## src/rtl/btb_ctrl.sv

```systemverilog
// BTB control stage: valid/tag/counter arrays per set, fetch lookup with
// same-cycle write bypass, 2-entry resolve queue drained one entry per cycle,
// and a RUN/FLUSH sequencer that invalidates one set per cycle.
module btb_ctrl #(
  parameter int S_INDEX = 4,
  parameter int S_PC    = 32
) (
  input  logic               clk,
  input  logic               rst_n,
  input  logic [S_PC-1:0]    fetch_pc,
  output logic               pred_hit,
  output logic               pred_taken,
  output logic [S_PC-1:0]    pred_target,
  input  logic               resolve_valid,
  input  logic [S_PC-1:0]    resolve_pc,
  input  logic [S_PC-1:0]    resolve_target,
  input  logic               resolve_taken,
  output logic               resolve_ready,
  input  logic               flush_req,
  output logic               flush_busy,
  output logic               da_load,
  output logic [S_INDEX-1:0] da_rindex,
  output logic [S_INDEX-1:0] da_windex,
  output logic [S_PC-1:0]    da_datain,
  input  logic [S_PC-1:0]    da_dataout
);
  localparam int NUM_SETS = 2**S_INDEX;
  localparam int S_TAG    = S_PC - S_INDEX - 2;
  localparam logic [S_INDEX-1:0] LAST_SET = S_INDEX'(NUM_SETS - 1);

  localparam logic [0:0] RUN   = 1'b0;
  localparam logic [0:0] FLUSH = 1'b1;

  // Queue entry; pc[1:0] never matters so it is not stored.
  typedef struct packed {
    logic [S_PC-3:0] pc;
    logic [S_PC-1:0] target;
    logic            taken;
  } upd_t;

  logic [NUM_SETS-1:0]            valid;
  logic [NUM_SETS-1:0][S_TAG-1:0] tags;
  logic [NUM_SETS-1:0][1:0]       ctr;
  upd_t [1:0]                     q;
  logic                           head, tail;
  logic [1:0]                     count;
  logic [0:0]                     state;
  logic [S_INDEX-1:0]             fcnt;

  logic               run, drain, d_hit, wr_en, push, bypass;
  logic               l_valid;
  logic [S_TAG-1:0]   l_tag;
  logic [1:0]         l_ctr, cur_ctr, wr_ctr;
  upd_t               hd;
  logic [S_INDEX-1:0] d_idx, f_idx;
  logic [S_TAG-1:0]   d_tag, f_tag;
  logic               unused_lsb;

  assign unused_lsb = ^{fetch_pc[1:0], resolve_pc[1:0]};

  assign run     = (state == RUN);
  assign drain   = run && (count != 2'd0);
  assign hd      = q[head];
  assign d_idx   = hd.pc[S_INDEX-1:0];
  assign d_tag   = hd.pc[S_PC-3:S_INDEX];
  assign d_hit   = valid[d_idx] && (tags[d_idx] == d_tag);
  assign wr_en   = drain && (hd.taken || d_hit);
  assign cur_ctr = ctr[d_idx];

  // Counter value written by the drain: saturating step, or weakly-taken on allocate.
  always_comb begin
    wr_ctr = cur_ctr;
    if (hd.taken)
      wr_ctr = d_hit ? ((cur_ctr == 2'b11) ? 2'b11 : cur_ctr + 2'b01) : 2'b10;
    else
      wr_ctr = (cur_ctr == 2'b00) ? 2'b00 : cur_ctr - 2'b01;
  end

  assign f_idx   = fetch_pc[S_INDEX+1:2];
  assign f_tag   = fetch_pc[S_PC-1:S_INDEX+2];
  // Lookup sees the drain's post-write view of its set, like the data array does.
  assign bypass  = wr_en && (d_idx == f_idx);
  assign l_valid = bypass ? 1'b1   : valid[f_idx];
  assign l_tag   = bypass ? d_tag  : tags[f_idx];
  assign l_ctr   = bypass ? wr_ctr : ctr[f_idx];

  assign pred_hit    = run && l_valid && (l_tag == f_tag);
  assign pred_taken  = pred_hit && l_ctr[1];
  assign pred_target = da_dataout;

  assign resolve_ready = run && (count < 2'd2);
  // A coinciding flush discards the queue, so the push is refused.
  assign push          = resolve_valid && resolve_ready && !flush_req;
  assign flush_busy    = (state == FLUSH);

  assign da_load   = drain && hd.taken;
  assign da_rindex = f_idx;
  assign da_windex = d_idx;
  assign da_datain = hd.target;

  // Valid/counter arrays, queue pointers and the flush sequencer.
  always_ff @(posedge clk or negedge rst_n) begin
    if (!rst_n) begin
      valid <= '0;
      for (int i = 0; i < NUM_SETS; i++) ctr[i] <= 2'b01;
      count <= 2'd0;
      head  <= 1'b0;
      tail  <= 1'b0;
      state <= RUN;
      fcnt  <= '0;
    end else if (run) begin
      if (wr_en) begin
        valid[d_idx] <= 1'b1;
        ctr[d_idx]   <= wr_ctr;
      end
      if (flush_req) begin
        state <= FLUSH;
        count <= 2'd0;
        head  <= 1'b0;
        tail  <= 1'b0;
        fcnt  <= '0;
      end else begin
        count <= count + 2'(push) - 2'(drain);
        if (push)  tail <= ~tail;
        if (drain) head <= ~head;
      end
    end else begin
      valid[fcnt] <= 1'b0;
      ctr[fcnt]   <= 2'b01;
      fcnt        <= fcnt + 1'b1;
      if (fcnt == LAST_SET) state <= RUN;
    end
  end

  // Tags and queue payload carry no reset; valid bits and count guard them.
  always_ff @(posedge clk) begin
    if (push) q[tail] <= '{pc: resolve_pc[S_PC-1:2], target: resolve_target, taken: resolve_taken};
    if (wr_en) tags[d_idx] <= d_tag;
  end
endmodule

```

## config.mk

```make
export PLATFORM = sky130hd
export DESIGN_NAME = btb_ctrl
export DESIGN_NICKNAME = d
export VERILOG_FILES = /design/src/rtl/btb_ctrl.sv
export SDC_FILE = /design/constraint.sdc
export NUM_CORES = 1
export LEC_CHECK = 0
export CAP_MARGIN = 20
export CELL_PAD_IN_SITES_DETAIL_PLACEMENT = 1
export CELL_PAD_IN_SITES_GLOBAL_PLACEMENT = 2
export CORE_MARGIN = 1
export CORE_UTILIZATION = 42
export CTS_BUF_LIST = sky130_fd_sc_hd__clkbuf_2
export DETAILED_ROUTE_END_ITERATION = 16
export GPL_TIMING_DRIVEN = 0
export PLACE_DENSITY_LB_ADDON = 0.25
export SLEW_MARGIN = 20
export SYNTH_ARGS = -nofsm -noshare
export SYNTH_HDL_FRONTEND = slang
export SYNTH_SLANG_ARGS = --single-unit
```

## constraint.sdc

```tcl
create_clock -name clk -period 11.75 [get_ports clk]
set_input_delay 1.7625 -clock clk [delete_from_list [all_inputs] [get_ports clk]]
set_output_delay 1.7625 -clock clk [all_outputs]
set_load 0.02 [all_outputs]
```

==> results.toml <==
[cells_and_area]
finish.net_count = 2365
drive_gt1_share_pct = 28.97
layoutNonFillerInstCount = 3276
area_delta_synth_final_pct = 16.30

[floorplanning]
die_w_um = 265.3
dieArea_um2 = 70370
die_y_um = 265.3
fp-row-count = 96
num_io_pins = 210
start_util_pct = 42.45
core_area_um2 = 68590

[clocking]
cts_buffers = 158
cts_tree = "done"
htreeDepth = 4
worstSkewPairLatency_ns = 1.44
clock-sinks = 599
postCtsSetupRepairBufs = 0
ctsHoldBuffers = 0
path_clk_slew_ns = 0.09
cts_resized = 0
cts_buffer_depth = 3
root_buffer = "clkbuf_2"

[timing]
finalCriticalPeriod_ns = 9.793
clock_skew_ns = 0.1068
max_freq_mhz = 102.1
min_period_over_period_pct = 83.35
finalSetupTns_ns = 0
max_slew_margin_pct = 13.82
finalHoldViolCount = 0
worst_hold_slack_ns = 0.2276
finalSetupViolations = 0
rsz0062_at_grt = "no"
maxSlewViolCount = 0
tightestPinTransition_ns = 1.293

[global_routing]
grt_max_degree = 40
grt_pass1_vias = 21310
grt_pass1_wl_mm = 152.2
gr-total-overflow = 0
antenna_found_initial = 4
grt_use_total_pct = 30.91

[run_status]
status = "completed"

[detailed_routing]
dr.pass1.iters = 5
drt_iter0_markers = 2236
route.detailed.drc = 0
vias = 20550
wl_per_cell_um = 33.09
wirelength_mm = 108.4
postRouteAntennaNets = 0
vias_per_cell = 6.274

[yosys]
synth_cell_types = 88
yosys_warnings = 0
yosys.area.top_type_share_pct = 55.91
postSynthCellCount = 1881
ys_async_sr_fraction_pct = 9.516
synthMostInstantiatedCell = "edfxtp_1"
syn-num-nets = 2020
synth.avg_cell_area_um2 = 15.48
ys_seq_area_share_pct = 60.87
synthFlopType = "edfxtp_1"
synth_common_cells = "edfxtp_1, mux4_2, o21bai_1, nand2_1, buf_4"
synth_edf_count = 542
syn-cell-area_um2 = 29110
ys_ff_latch = 599
yosys.area.top_type = "edfxtp_1"
ys_top_cells_by_area = "edfxtp_1, mux4_2, o21bai_1"

[setup_path]
reg2reg_to = "tags[119]"
crit_type = "register to output pin"
crit_arrival_ns = 8.03
r2r-start = "head"
r2r_setup_slack_ns = 5.01
worstPathMaxFanout = 10
crit_path_start_kind = "register"
ff2ff_path_depth = 16
required_ns = 9.99
cp-end-kind = "output pin"

[placement]
portBuffers = 168
dpl.cell_count = 2997
hpwlAfterDp_mm = 73.63
gp_congestion = 0.9007

[power_and_ir_drop]
ir_drop_uv = 119.7
p_leak_uw = 0.01214
power_density_nw_per_um2 = 172.0

[job]
drv_cap = 0

[hold_path]
hp-class = "primary input to asynchronous set/reset pin"
==> routing by layer <==
metal	share of wire [%]	track usage (%)	up-vias
met4	4.5	14.45	0
met1	39	40.40	10750
met2	47	48.59	1239
met5	0	0	-
li1	-	-	8299
met3	9.6	7.610	266
==> cells by family (layout without fill, tap and decap cells) <==
logic type,after synthesis,after routing,synth area share [%]
other cells,0,5,0
buf+inv,265,724,4.985
flops,599,599,60.87
xor+xnor,52,52,1.564
compound gates,439,439,10.96
mux,279,279,16.87
simple gates,241,241,4.487
fa+ha+maj,6,6,0.2579
==> cell type report <==
type	instances	area, um2
Antenna cell	5	12.51
Multi-Input combinational cell	1017	9965
Buffer	207	1245
Timing Repair Buffer	185	2052
Fill cell	6840	34730
Sequential cell	599	17720
Clock buffer	239	1196
Tap cell	931	1165
Inverter	58	229.0
Clock inverter	35	272.8
==> per-stage QoR <==
| step | worst slack, ns | power [uW] | utilization [%] | cell area [um2] |
|---|---|---|---|---|
| 4_1_cts | 1.981 | 5823 | 49.34 | 33840 |
| 5_1_grt | 1.850 | 6026 | 49.37 | 33860 |
| 3_3_place_gp | 2.558 | 4246 | 46.60 | 31960 |
| 6_report | 1.957 | 5825 | 49.37 | 33860 |
| 2_1_floorplan | 4.745 | 3619 | - | 29110 |
| 3_5_place_dp | 2.906 | 4300 | 47.20 | 32370 |
==> sequential cells by signal, summed over array words and instances (netlist names) <==
| name | flops |
|---|---|
| count | 2 |
| tail | 1 |
| flush_busy | 1 |
| valid | 16 |
| fcnt | 4 |
| q | 126 |
| tags | 416 |
| ctr | 32 |
| head | 1 |
==> layout by cell type, fill, tap and decap left out, types with 17 or more instances in the layout <==
master	count
edfxtp_1	542
clkbuf_2	251
clkdlybuf4s50_1	167
mux4_2	164
o21bai_1	161
buf_4	82
nand2_1	82
mux2i_1	75
o22ai_1	72
clkbuf_1	61
xnor2_1	42
inv_1	41
dfrtp_1	41
o21ai_0	38
mux2_2	36
nand3_1	34
a41oi_1	33
buf_2	31
nor2_1	27
clkinv_1	25
a21oi_1	17
==> worst max-delay path, stage by stage, from the launching register on <==
cell and delay [ns]:
dfrtp_1 0.44, buf_6 0.17, buf_6 0.15, nand2b_1 0.10
o32a_1 0.53, clkbuf_1 0.98, a41oi_1 0.11, nor4_1 0.69
xnor2_1 0.19, a2111oi_0 0.60, nand4_1 0.39, o31ai_4 0.42
nand2_4 0.20, mux2i_1 0.32, o22ai_1 0.20, nor4_2 0.46
clkdlybuf4s50_1 0.70
==> worst max path at each step <==
stage	cells past startpoint	slack, ns	endpoint	startpoint
after CTS	16	1.98	pred_taken	head
after detailed placement	11	2.91	pred_taken	fetch_pc[3]
after global routing	16	1.85	pred_taken	head
after global placement	12	2.56	pred_taken	fetch_pc[2]
final	16	1.96	pred_taken	head
after floorplan	11	4.75	pred_hit	fetch_pc[2]
==> report_power, final <==
group	leakage [uW]	internal, uW	switching [uW]	total (uW)
clock	0.00112	645	898	1540
sequential	0.00559	2500	59.8	2560
combinational	0.00543	615	1100	1720
total	0.0121	3760	2060	5820
Note: power is estimated with default switching activity, not from simulation.
